File: config.mk
export PLATFORM = sky130hd
export DESIGN_NAME = z80_bus_ctrl
export DESIGN_NICKNAME = d
export VERILOG_FILES = /design/src/rtl/z80_bus_pkg.sv /design/src/rtl/z80_wait_counter.sv /design/src/rtl/z80_bus_ctrl.sv
export SDC_FILE = /design/constraint.sdc
export NUM_CORES = 1
export LEC_CHECK = 0
export CORE_MARGIN = 1
export CORE_UTILIZATION = 49
export CTS_BUF_LIST = sky130_fd_sc_hd__clkbuf_2
export DETAILED_ROUTE_END_ITERATION = 8
export GPL_TIMING_DRIVEN = 0
export PLACE_DENSITY_LB_ADDON = 0.25
export SLEW_MARGIN = 25
export SYNTH_ARGS = -nofsm -noshare
export SYNTH_HDL_FRONTEND = slang
export SYNTH_SLANG_ARGS = --single-unit
export TNS_END_PERCENT = 5
File: constraint.sdc
create_clock -name clk -period 3.5 [get_ports clk]
set_input_delay 0.525 -clock clk [delete_from_list [all_inputs] [get_ports clk]]
set_output_delay 0.525 -clock clk [all_outputs]
set_load 0.05 [all_outputs]
File: src/rtl/z80_bus_pkg.sv
// rtl/z80_bus_pkg.sv - shared types and constants for the Z80 bus controller
package z80_bus_pkg;

    typedef enum logic [2:0] {
        S_IDLE,
        S_MEM_RD,
        S_MEM_WAITST,
        S_IO,
        S_HOLD
    } bus_state_t;

    localparam logic [7:0] INT_VECTOR_DEFAULT = 8'hFF;

endpackage

File: src/rtl/z80_wait_counter.sv
// rtl/z80_wait_counter.sv - loadable saturating down-counter with zero flag
module z80_wait_counter #(
    parameter int W = 4
) (
    input  logic         clk,
    input  logic         rst,
    input  logic         load,
    input  logic [W-1:0] load_val,
    input  logic         en,
    output logic         done
);

    logic [W-1:0] count;

    assign done = (count == '0);

    always_ff @(posedge clk or posedge rst) begin
        if (rst) begin
            count <= '0;
        end else if (load) begin
            count <= load_val;
        end else if (en && !done) begin
            count <= count - 1'b1;
        end
    end

endmodule

File: src/rtl/z80_bus_ctrl.sv
// rtl/z80_bus_ctrl.sv - Z80 strobe decoder driving an SRAM port and a handshaked I/O port
module z80_bus_ctrl
    import z80_bus_pkg::*;
#(
    parameter int         MEM_WAIT   = 0,
    parameter int         IO_TIMEOUT = 15,
    parameter logic [7:0] INT_VECTOR = INT_VECTOR_DEFAULT
) (
    input  logic        clk,
    input  logic        rst,
    input  logic [15:0] addr_out,
    input  logic [7:0]  cpu_wdata,
    input  logic        M1_L,
    input  logic        MREQ_L,
    input  logic        IORQ_L,
    input  logic        RD_L,
    input  logic        WR_L,
    input  logic        RFSH_L,
    output logic [7:0]  data_in,
    output logic        WAIT_L,
    output logic [15:0] mem_addr,
    output logic [7:0]  mem_wdata,
    output logic        mem_re,
    output logic        mem_we,
    input  logic [7:0]  mem_rdata,
    output logic [7:0]  io_addr,
    output logic [7:0]  io_wdata,
    output logic        io_req,
    output logic        io_we,
    input  logic        io_ack,
    input  logic [7:0]  io_rdata,
    output logic        io_timeout
);

    localparam int TW = (IO_TIMEOUT > 0) ? $clog2(IO_TIMEOUT + 1) : 1;
    localparam int CW = (TW > 3) ? TW : 3;
    localparam logic [CW-1:0] TO_LOAD = CW'(IO_TIMEOUT);
    localparam logic [CW-1:0] MW_LOAD = CW'((MEM_WAIT > 0) ? MEM_WAIT - 1 : 0);

    bus_state_t    state, state_d;
    logic [7:0]    data_in_d, rd_buf, rd_buf_d;
    logic          wait_l_d, mem_re_d, mem_we_d;
    logic [15:0]   mem_addr_d;
    logic [7:0]    mem_wdata_d, io_addr_d, io_wdata_d;
    logic          io_req_d, io_we_d, io_timeout_d;
    logic          cnt_load, cnt_en, cnt_done;
    logic [CW-1:0] cnt_val;

    z80_wait_counter #(.W(CW)) u_wait_counter (
        .clk      (clk),
        .rst      (rst),
        .load     (cnt_load),
        .load_val (cnt_val),
        .en       (cnt_en),
        .done     (cnt_done)
    );

    always_comb begin
        state_d      = state;
        data_in_d    = data_in;
        rd_buf_d     = rd_buf;
        wait_l_d     = WAIT_L;
        mem_re_d     = 1'b0;
        mem_we_d     = 1'b0;
        mem_addr_d   = mem_addr;
        mem_wdata_d  = mem_wdata;
        io_addr_d    = io_addr;
        io_wdata_d   = io_wdata;
        io_req_d     = io_req;
        io_we_d      = io_we;
        io_timeout_d = 1'b0;
        cnt_load     = 1'b0;
        cnt_val      = '0;
        cnt_en       = 1'b0;
        case (state)
            S_IDLE: begin
                if (!RFSH_L) begin
                    state_d = S_IDLE;
                end else if (!M1_L && !IORQ_L) begin
                    data_in_d = INT_VECTOR;
                    state_d   = S_HOLD;
                end else if (!MREQ_L && !RD_L) begin
                    mem_re_d   = 1'b1;
                    mem_addr_d = addr_out;
                    wait_l_d   = 1'b0;
                    state_d    = S_MEM_RD;
                end else if (!MREQ_L && !WR_L) begin
                    mem_we_d    = 1'b1;
                    mem_addr_d  = addr_out;
                    mem_wdata_d = cpu_wdata;
                    state_d     = S_HOLD;
                end else if (!IORQ_L && M1_L && (!RD_L || !WR_L)) begin
                    io_req_d   = 1'b1;
                    io_addr_d  = addr_out[7:0];
                    io_wdata_d = cpu_wdata;
                    io_we_d    = !WR_L;
                    wait_l_d   = 1'b0;
                    cnt_load   = 1'b1;
                    cnt_val    = TO_LOAD;
                    state_d    = S_IO;
                end
            end
            S_MEM_RD: begin
                // First cycle here is the SRAM's own read cycle; data lands on the next.
                if (!mem_re) begin
                    if (MEM_WAIT == 0) begin
                        data_in_d = mem_rdata;
                        wait_l_d  = 1'b1;
                        state_d   = S_HOLD;
                    end else begin
                        rd_buf_d = mem_rdata;
                        cnt_load = 1'b1;
                        cnt_val  = MW_LOAD;
                        state_d  = S_MEM_WAITST;
                    end
                end
            end
            S_MEM_WAITST: begin
                if (cnt_done) begin
                    data_in_d = rd_buf;
                    wait_l_d  = 1'b1;
                    state_d   = S_HOLD;
                end else begin
                    cnt_en = 1'b1;
                end
            end
            S_IO: begin
                // Ack is checked before the limit so a last-cycle ack still completes.
                if (io_ack) begin
                    io_req_d = 1'b0;
                    if (!io_we) data_in_d = io_rdata;
                    wait_l_d = 1'b1;
                    state_d  = S_HOLD;
                end else if (cnt_done) begin
                    io_req_d     = 1'b0;
                    io_timeout_d = 1'b1;
                    if (!io_we) data_in_d = 8'hFF;
                    wait_l_d     = 1'b1;
                    state_d      = S_HOLD;
                end else begin
                    cnt_en = 1'b1;
                end
            end
            S_HOLD: begin
                if (MREQ_L && IORQ_L && RD_L && WR_L) state_d = S_IDLE;
            end
            default: state_d = S_IDLE;
        endcase
    end

    always_ff @(posedge clk or posedge rst) begin
        if (rst) begin
            state      <= S_IDLE;
            data_in    <= 8'h00;
            rd_buf     <= 8'h00;
            WAIT_L     <= 1'b1;
            mem_re     <= 1'b0;
            mem_we     <= 1'b0;
            mem_addr   <= 16'h0000;
            mem_wdata  <= 8'h00;
            io_addr    <= 8'h00;
            io_wdata   <= 8'h00;
            io_req     <= 1'b0;
            io_we      <= 1'b0;
            io_timeout <= 1'b0;
        end else begin
            state      <= state_d;
            data_in    <= data_in_d;
            rd_buf     <= rd_buf_d;
            WAIT_L     <= wait_l_d;
            mem_re     <= mem_re_d;
            mem_we     <= mem_we_d;
            mem_addr   <= mem_addr_d;
            mem_wdata  <= mem_wdata_d;
            io_addr    <= io_addr_d;
            io_wdata   <= io_wdata_d;
            io_req     <= io_req_d;
            io_we      <= io_we_d;
            io_timeout <= io_timeout_d;
        end
    end

endmodule
==> results of run 1 <==
## power breakdown
group / leakage (nW) / switching, mW / internal [mW]
Combinational: 0.887 / 1.24 / 0.774
Clock: 0.0565 / 0.248 / 0.0883
Sequential: 0.728 / 0.165 / 0.991
## sequential cells by signal, indices dropped and copies added (netlist names), 3 cells and up
signal	flops
io_addr	8
io_wdata	8
u_wait_counter.count	4
state	3
mem_addr	16
data_in	8
mem_wdata	8
## cell type report
cell class	count	area, µm²	share of cell area [%]
tap	70	87.6	2.23
clock buffer	10	50.0	1.28
sequential	61	1530	39.0
clock inverter	6	30.0	0.766
inverter	9	36.3	0.926
buffer	11	61.3	1.56
multi-input combinational	131	1090	27.9
timing repair buffer	102	1030	26.3
## worst reg2reg max path: cells and delay by family, from the launching register on
kind / cells / cell delay [ps]
buffers and inverters: 1 / 320
muxes: 1 / 360
and+or+nand+nor: 2 / 910
DFF: 1 / 470
AOI/OAI and AO/OA: 1 / 220
## per-stage QoR
step	utilization [%]	hold WS (ps)	area (µm²)	power (mW)	setup slack, ps
after CTS	74.8	324	3920	3.53	1110
final	74.8	341	3920	3.51	1130
after detailed placement	73.3	492	3840	3.19	658
after global placement	72.9	487	3820	3.15	380
after global routing	74.8	334	3920	3.68	949
after floorplan	-	497	2720	2.51	1460
## cells in the final DEF, fill, tap and decap left out, drive strengths merged, types with 2 or more instances in the layout
| cell | instances |
|---|---|
| nand3 | 5 |
| nor2b | 2 |
| nand2 | 8 |
| buf | 5 |
| nand2b | 5 |
| dfrtp | 60 |
| o21ai | 10 |
| nand4 | 3 |
| clkinv | 5 |
| nor3b | 2 |
| mux2 | 48 |
| clkbuf | 17 |
| nor2 | 10 |
| nor3 | 5 |
| xor2 | 2 |
| a21oi | 10 |
| inv | 9 |
| clkdlybuf4s50 | 101 |
## path summary, 6_finish.rpt
kind                          endpoint  slack, ps  cells after the start
setup / recovery           mem_addr[6]       1130                      5
hold / removal             mem_addr[2]        340                      2
setup reg to reg           mem_addr[6]       1130                      5
hold reg to reg                 WAIT_L        520                      1
max in group asynchronous       WAIT_L       2620                      3
min in group clk                mem_re        440                      2
## layer usage
metal	routed length (µm)	up-vias
met3	385	7
li1	-	985
met5	0	-
met2	2780	69
met4	70	0
met1	2630	999
## logic make-up after synthesis
family                     Yosys count  share of synthesized area (%)
DFF                                 61                           56.2
muxes                               48                           21.5
and+or+nand+nor                     46                           9.58
AOI/OAI and AO/OA                   33                           7.74
buffers and inverters               20                           3.50
xor gates and xnor gates             3                          0.967
adders and majority gates            1                          0.460
==> key figures, run 1 <==
Run status
  • Outcome: finished, final reports clean

Logic synthesis
  • Top cells by area, synth: dfrtp_1, mux2_2, mux2_4
  • Cell taking the most area after synthesis: dfrtp_1
  • Ys flop type: dfrtp_1
  • Syn_area_per_cell: 12.8 µm²
  • Synth Net Count: about 260
  • Count leader, synth: dfrtp_1
  • Synth Register Bits: 61
  • Synthesized area: 2720 µm²
  • Async SR Flop Fraction: 100%
  • Post-synth top cells: dfrtp_1, mux2_2, mux2_4
  • Number of enable flip-flop cells after synthesis: 0
  • Warnings, synthesis: 0
  • Post-synth top area share: 55.2%
  • Post-synthesis cell type count: 44
  • Sequential element share of the synthesized area: 56.2%
  • Syn Inst Count: 212

Placement
  • Placer Congestion: 0.804
  • I/O Buffers: 101
  • Hpwl dp: 4310 µm
  • Inst Count DP: about 380

Timing
  • Final Hold Viols: 0
  • Max_slew headroom: 59.7%
  • Worst-Margin Slew: 602 ps
  • Max Clock Skew: ~25 ps
  • Minimum clock period after layout: between 2000 and 2500 ps
  • Max Slew Vio Count: 0
  • Achievable clock frequency: about 420 MHz
  • Unrepaired setup endpoints after global routing: no
  • Fin Setup TNS: 0 ps
  • Final setup fails: 0
  • Fin crit share: 67.8%

Routing
  • Vias post-DR: 2060
  • Via-to-Cell Ratio: roughly 5
  • DR iter-0 viols: 61
  • Drt wl/cell: 14.7 µm
  • Post-route ant nets: 0
  • # DRC: 0
  • Total Wirelength: 5870 µm
  • TritonRoute pass-1 iters: 5

CTS
  • Clk slew on worst S/H paths: 170 ps
  • CTS resizes: 0
  • Hold_buf cts: 0
  • Clock Tree Buf Depth: 2
  • Clk sinks: 61
  • Worst skew pair latency: 460 ps
  • H-tree depth: 3
  • TritonCTS Buffers: 9
  • Total setup buffers inserted after CTS: 0
  • CTS tree: yes
  • Root buf cell: clkbuf_2

GRT
  • Total routing usage reported by global routing: 21.7%
  • First-pass GRT wire length: 9820 µm
  • GRT overflow: 0
  • Most used routing layer: met2
  • Initial antenna violation count: 0
  • Met2 usage in global routing: 34.5%
  • Largest net degree at the start of global routing: 44
  • M1 GR Usage: 27.4%
  • Grt met3 use: 6.59%
  • Vias in the first global route: 2098

Power
  • Max VDD drop: between 0.6 and 0.7 mV
  • Pwr/cell area: a little under 900 nW/µm²
  • P_leak: 1.67 nW

Flow run
  • Max Cap Violations: 0

Worst setup path
  • Worst setup path startpoint: state[2]
  • Worst Path Arrival: 2730 ps
  • CP Class: register to register
  • Crit path buffers/inverters: 1
  • Crit-path max FO: 10
  • CP required: 3850 ps
  • Crit path launch type: register
  • CP Capture Type: register
  • Critical Path, Cell by Cell: nor4b_2, o21ai_1, nor3_2, buf_4, mux2_2
  • Slowest cell on crit path: nor3_2
  • R2R Path Start: state[2]
  • Worst path top cell family by delay: simple AND/OR/NAND/NOR gates
  • Max stage delay on crit path: 500 ps

Finish
  • Nets: around 380
  • Post-Layout Cell Count: 400
  • Layout cells sized above 1: 22.4%
  • # diodes: 0
  • Fill cells: between 300 and 400
  • Area grow syn2layout: 44.2%

Die
  • Die Ht: 76.5 µm
  • Row cnt: 26
  • Core area: 5240 µm²
  • Ports: 103
  • Die ar.: 5850 µm²
  • Starting Density: 51.9%
  • Die width: between 70 and 80 µm

Min path
  • Hold Crit Class: primary input to async pin
Power figures use the tool's default switching activity.
==> run 2, diff against run 1 <==
Settings changed: CORE_UTILIZATION 49 to 41.
Clock period 3.5 ns to 2 ns, I/O delays scaled along.
==> run 2 against run 1 <==
Global-route usage fell by 3.1 points. The flow now finishes with violations (negative setup slack). Critical path depth did not move. Clock skew fell by 5.7 ps. Non-clock buffer count did not move. Die area rose by 19%. Final area rose by 4.2%. Maximum frequency rose by 18%. Register-to-register slack got worse by 1100 ps.
==> key figures, run 2 (same netlist as run 1, synthesis figures left out) <==
Run status
  • Outcome: finished, violations left (was finished, final reports clean)
  • Violated checks: negative setup slack

Min path
  • Hold Crit Class: primary input to async pin (unchanged)

Timing
  • Achievable clock frequency: 496 MHz (was 421 MHz)
  • Unrepaired setup endpoints after global routing: yes (was no)
  • Max Clock Skew: 18.9 ps (was 24.6 ps)
  • Hold Slack: 78.2 ps (was 341 ps)
  • Worst-Margin Slew: 528 ps (was 602 ps)
  • Max_slew headroom: 64.8% (was 59.7%)
  • Max Slew Vio Count: 0 (unchanged)
  • Final setup fails: 12 (was 0)
  • Final Hold Viols: 0 (unchanged)
  • Setup WS post-layout: -15.0 ps (was 1130 ps)
  • Minimum clock period after layout: 2020 ps (was 2370 ps)
  • Fin crit share: 101% (was 67.8%)

Routing
  • Post-route ant nets: 0 (unchanged)
  • WL met2: 2950 µm (was 2780 µm)
  • DR top layer: met4 (unchanged)
  • Total Wirelength: 6140 µm (was 5870 µm)
  • # DRC: 0 (unchanged)
  • TritonRoute pass-1 iters: 4 (was 5)
  • DR iter-0 viols: 110 (was 61)
  • WL met3: 467 µm (was 385 µm)
  • Via-to-Cell Ratio: 5.08 (was 5.15)
  • Drt wl/cell: 15.1 µm (was 14.7 µm)
  • M1 WL: 2610 µm (was 2630 µm)
  • Vias post-DR: 2063 (was 2060)

Finish
  • Largest Register: mem_addr (unchanged)
  • Footprint of the multi-input gates: 1140 µm² (was 1090 µm²)
  • Finished layout cell area: 4080 µm² (was 3920 µm²)
  • # diodes: 0 (unchanged)
  • Fill cells: 506 (was 356)
  • Max reg flops: 16 (unchanged)
  • Commonest non-fill, non-tap cell in the layout: dfrtp_1 (was clkdlybuf4s50_1)
  • Register area: 1530 µm² (about the same)
  • Layout cells sized above 1: 24.3% (was 22.4%)
  • Most frequent cells in the layout: dfrtp_1, clkdlybuf4s50_1, dlymetal6s2s_1 (was clkdlybuf4s50_1, dfrtp_1, mux2_2)
  • Nets: 375 (unchanged)
  • Area grow syn2layout: 50.2% (was 44.2%)
  • Post-Layout Cell Count: 406 (was 400)

Die
  • Core area: 6390 µm² (was 5240 µm²)
  • Die ar.: 6960 µm² (was 5850 µm²)
  • Die Ht: 83.4 µm (was 76.5 µm)
  • Row cnt: 29 (was 26)
  • Starting Density: 42.6% (was 51.9%)
  • Ports: 103 (unchanged)
  • Die width: 83.4 µm (was 76.5 µm)

Placement
  • I/O Buffers: 101 (unchanged)
  • Placer Congestion: 0.830 (was 0.804)
  • Placed instance area: 3850 µm² (was 3840 µm²)
  • Hpwl dp: 4210 µm (was 4310 µm)
  • Inst Count DP: 391 (was 384)
  • Pre-CTS WS: -629 ps (was 658 ps)

Power
  • Pwr/cell area: 1490 nW/µm² (was 895 nW/µm²)
  • Sw frac: 47.5% (was 47.2%)
  • Switching pwr: 2.89 mW (was 1.65 mW)
  • P_leak: 2.11 nW (was 1.67 nW)
  • Comb pwr share: 57.4% (about the same)
  • Sequential share of power: 33.3% (was 33.0%)
  • Max VDD drop: 0.967 mV (was 0.600 mV)
  • P_int: 3.19 mW (was 1.85 mW)
  • Clock Power Share: 9.3% (was 9.6%)

CTS
  • Clock Tree Buf Depth: 2 (unchanged)
  • Clk slew on worst S/H paths: 150 ps (was 170 ps)
  • Clk sinks: 61 (unchanged)
  • Root buf cell: clkbuf_2 (unchanged)
  • Hold_buf cts: 0 (unchanged)
  • H-tree depth: 3 (unchanged)
  • CTS tree: yes (unchanged)
  • TritonCTS Buffers: 9 (unchanged)
  • Worst skew pair latency: 460 ps (about the same)

GRT
  • GRT overflow: 0 (unchanged)
  • Largest net degree at the start of global routing: 53 (was 44)
  • Total routing usage reported by global routing: 18.6% (was 21.7%)
  • Initial antenna violation count: 0 (unchanged)
  • Vias in the first global route: 2169 (was 2098)
  • First-pass GRT wire length: 10200 µm (was 9820 µm)

Worst setup path
  • Crit path launch type: register (unchanged)
  • CP Capture Type: register (unchanged)
  • CP Class: register to register (unchanged)
  • Worst Path Arrival: 2360 ps (was 2730 ps)
  • CP required: 2350 ps (was 3850 ps)
  • Crit-path max FO: 10 (unchanged)

Flow run
  • Max Cap Violations: 0 (unchanged)
[run 2: cell types whose count changed in the layout (fill, tap and decap cells not counted), sizes merged]
cell           change
buf                +2
clkbuf             -1
clkdlybuf4s50     -49
clkinv             -1
clkinvlp           -1
dlygate4sd2        +9
dlymetal6s2s      +40
[run 2: area by class of cell]
| cell class | count | area share (%) |
|---|---|---|
| buffer | 9 | 1.69 |
| multi-input combinational | 131 | 27.9 |
| clock buffer | 11 | 1.35 |
| inverter | 9 | 0.889 |
| tap | 77 | 2.36 |
| timing repair buffer | 104 | 28.0 |
| sequential | 61 | 37.5 |
| clock inverter | 4 | 0.398 |
[run 2: routing by layer]
layer / global-route usage (%) / vias up
li1: - / 985
met1: 23.7 / 982
met2: 29.0 / 86
met3: 5.86 / 10
met4: 8.32 / 0
met5: 0 / -
[run 2: path summary, 6_finish.rpt]
check | startpoint | end | slack (ps) | depth (start not counted)
max reg2reg | state[2] | io_addr[2] | -20 | 5
min reg2reg | data_in[6] | data_in[6] | 520 | 1
max | state[2] | io_addr[2] | -20 | 5
min | rst | mem_addr[3] | 80 | 2
max in group asynchronous | rst | WAIT_L | 1400 | 3
min in group clk | MREQ_L | mem_re | 260 | 2
[run 2: power by group through the flow]
stage / Clock, mW / Combinational, mW / Sequential (mW)
floorplan: 0 / 0.795 / 3.60
global placement: 0 / 3.50 / 2.03
detailed placement: 0 / 3.55 / 2.05
CTS: 0.598 / 3.53 / 2.04
global route: 0.652 / 3.64 / 2.09
finish: 0.567 / 3.48 / 2.02
[run 2: metrics by stage]
| stage | setup TNS (ps) | total power [mW] | utilization, % |
|---|---|---|---|
| after floorplan | 0 | 4.39 | - |
| after global placement | -73460 | 5.54 | 59.9 |
| after detailed placement | -17900 | 5.60 | 60.4 |
| after CTS | -7.19 | 6.17 | 62.2 |
| after global routing | -1230 | 6.39 | 63.9 |
| final | -102 | 6.07 | 63.9 |
[run 2: what timing repair did]
item | 4_1_cts | 5_1_grt
pin swaps | 3 | 0
setup buffers | 1 | 1
setup endpoints to repair | 45 | 80
resized for setup | 20 | 44
[run 2: critical path, cell delays in order, from the launching register on]
cell	delay (ps)
dfrtp_2	490
nor4b_4	330
or4b_4	510
buf_6	160
buf_12	150
mux2_4	290
==> run 3, diff against run 2 <==
Settings changed: SETUP_SLACK_MARGIN set to 0.15.
==> run 3 against run 2 <==
The flow now finishes without violations. Critical path depth is the same. Final area grew 2.6%. Largest power group unchanged. Cell count grew 2.5%. Sequential cell count is the same. Non-clock buffer count grew 9. Power grew 5.0%. First-iteration DRC count shrank 44%. Sequential power is essentially flat. Largest cell class unchanged. Setup slack gained 40 ps. Register-to-register slack gained 40 ps.
==> key figures, run 3 (same netlist as run 1, synthesis figures left out) <==
Run status
  • Outcome: finished, final reports clean (was finished, violations left)

Routing
  • Via-to-Cell Ratio: 5.14 (was 5.08)
  • # DRC: 0 (unchanged)
  • Total Wirelength: 6560 µm (was 6140 µm)
  • Drt wl/cell: 15.8 µm (was 15.1 µm)
  • DR iter-0 viols: 62 (was 110)
  • Vias post-DR: 2138 (was 2063)
  • Post-route ant nets: 0 (unchanged)
  • TritonRoute pass-1 iters: 4 (unchanged)

Die
  • Starting Density: 42.6% (unchanged)
  • Die width: 83.4 µm (unchanged)
  • Ports: 103 (unchanged)
  • Die ar.: 6960 µm² (unchanged)
  • Core area: 6390 µm² (unchanged)
  • Die Ht: 83.4 µm (unchanged)
  • Row cnt: 29 (unchanged)

Timing
  • Unrepaired setup endpoints after global routing: yes (unchanged)
  • Achievable clock frequency: 506 MHz (was 496 MHz)
  • Max Clock Skew: 21.9 ps (was 18.9 ps)
  • Minimum clock period after layout: 1970 ps (was 2020 ps)
  • Max_slew headroom: 65.6% (was 64.8%)
  • Final setup fails: 0 (was 12)
  • Final Hold Viols: 0 (unchanged)
  • Worst-Margin Slew: 519 ps (was 528 ps)
  • Hold Slack: 41.9 ps (was 78.2 ps)
  • Fin crit share: 98.7% (was 101%)
  • Max Slew Vio Count: 0 (unchanged)

Worst setup path
  • CP required: 2390 ps (was 2350 ps)
  • Crit-path max FO: 7 (was 10)
  • CP Capture Type: register (unchanged)
  • Worst Path Arrival: 2370 ps (was 2360 ps)
  • CP Class: register to register (unchanged)
  • Crit path launch type: register (unchanged)

CTS
  • Worst skew pair latency: 480 ps (was 460 ps)
  • Clock Tree Buf Depth: 2 (unchanged)
  • H-tree depth: 3 (unchanged)
  • Hold_buf cts: 0 (unchanged)
  • Clk slew on worst S/H paths: 180 ps (was 150 ps)
  • Root buf cell: clkbuf_2 (unchanged)
  • TritonCTS Buffers: 9 (unchanged)
  • Clk sinks: 61 (unchanged)
  • CTS tree: yes (unchanged)

Power
  • Comb pwr share: 54.6% (was 57.4%)
  • Pwr/cell area: 1520 nW/µm² (was 1490 nW/µm²)
  • Switching pwr: 2.98 mW (was 2.89 mW)
  • P_int: 3.40 mW (was 3.19 mW)
  • Sw frac: 46.7% (was 47.5%)
  • Sequential share of power: 31.7% (was 33.3%)
  • Pwr Total: 6.38 mW (was 6.07 mW)
  • Max VDD drop: 0.859 mV (was 0.967 mV)
  • P_leak: 1.94 nW (was 2.11 nW)
  • Clock Power Share: 13.7% (was 9.3%)

Finish
  • Layout cells sized above 1: 29.5% (was 24.3%)
  • Area grow syn2layout: 54.1% (was 50.2%)
  • Most frequent cells in the layout: dfrtp_1, dlygate4sd2_1, clkdlybuf4s50_1 (was dfrtp_1, clkdlybuf4s50_1, dlymetal6s2s_1)
  • Footprint of the multi-input gates: 1230 µm² (was 1140 µm²)
  • Post-Layout Cell Count: 416 (was 406)
  • Fill cells: 550 (was 506)
  • Largest Register: mem_addr (unchanged)
  • # diodes: 0 (unchanged)
  • Register area: 1530 µm² (unchanged)
  • Nets: 384 (was 375)
  • Final Core Density: 65.6% (was 63.9%)
  • Finished layout cell area: 4190 µm² (was 4080 µm²)
  • Commonest non-fill, non-tap cell in the layout: dfrtp_1 (unchanged)
  • Max reg flops: 16 (unchanged)

GRT
  • First-pass GRT wire length: 11200 µm (was 10200 µm)
  • Total routing usage reported by global routing: 20.5% (was 18.6%)
  • Vias in the first global route: 2312 (was 2169)
  • GRT overflow: 0 (unchanged)
  • Largest net degree at the start of global routing: 52 (was 53)
  • Initial antenna violation count: 0 (unchanged)

Flow run
  • Max Cap Violations: 0 (unchanged)

Placement
  • I/O Buffers: 101 (unchanged)
  • Inst Count DP: 391 (unchanged)
  • Placed instance area: 3880 µm² (was 3850 µm²)
  • Placer Congestion: 0.725 (was 0.830)
  • Hpwl dp: 4350 µm (was 4210 µm)

Min path
  • Hold Crit Class: primary input to async pin (unchanged)
==> run 3: cell count changes in the layout (fill, tap and decap cells not counted), sizes merged <==
cell / previous run / this run
clkbuf: 16 / 19
clkinvlp: 0 / 1
dlymetal6s2s: 40 / 0
dlygate4sd2: 9 / 53
clkinv: 4 / 1
clkdlybuf4s15: 0 / 1
clkdlybuf4s50: 52 / 47
buf: 7 / 14
bufinv: 0 / 2
==> run 3: final cells by class <==
class	instances	area share (%)
Buffer	11	2.30
Clock buffer	12	1.43
Clock inverter	4	1.73
Inverter	9	0.866
Multi-Input combinational cell	131	29.4
Sequential cell	61	36.5
Tap cell	77	2.30
Timing Repair Buffer	111	25.5
==> run 3: path summary, 6_finish.rpt <==
kind,start,cells after the start,endpoint,slack (ps)
max in group asynchronous,rst,3,WAIT_L,1410
max reg2reg,state[0],5,io_addr[0],30
min in group clk,MREQ_L,2,mem_re,240
max,state[0],5,io_addr[0],30
min reg2reg,data_in[6],1,data_in[6],510
min,rst,2,mem_addr[14],40
==> run 3: stage by stage <==
stage,TNS [ps],setup slack [ps]
5_1_grt,0,0.860
2_1_floorplan,0,122
3_5_place_dp,-15280,-538
6_report,0,25.2
4_1_cts,0,24.4
3_3_place_gp,-72030,-948
==> run 3: what timing repair did <==
item / 4_1_cts / 5_1_grt
pin swaps: 3 / 2
setup buffers: 4 / 3
endpoints found under the setup margin: 106 / 49
resized for setup: 92 / 7
cloned: 1 / 1
==> run 3: worst max-delay path: stages, from the launching register on <==
cell       delay, ps
dfrtp_1          440
nor4b_4          330
or4b_4           510
buf_8            160
clkbuf_16        160
mux2_4           300
==> run 3: routing by layer <==
metal / wire, µm / track usage, % / part of all wire [%]
met4: 60 / 6.16 / 0.92
met1: 2900 / 26.4 / 44
met2: 3240 / 33.2 / 49
met5: 0 / 0 / 0
met3: 363 / 6.36 / 5.5
==> run 3: power groups by stage <==
stage | Clock [mW] | Sequential [mW] | Combinational (mW)
floorplan | 0 | 3.60 | 0.811
global placement | 0 | 2.03 | 3.52
detailed placement | 0 | 2.05 | 3.56
CTS | 0.904 | 2.01 | 3.47
global route | 0.965 | 2.09 | 3.65
finish | 0.874 | 2.02 | 3.48
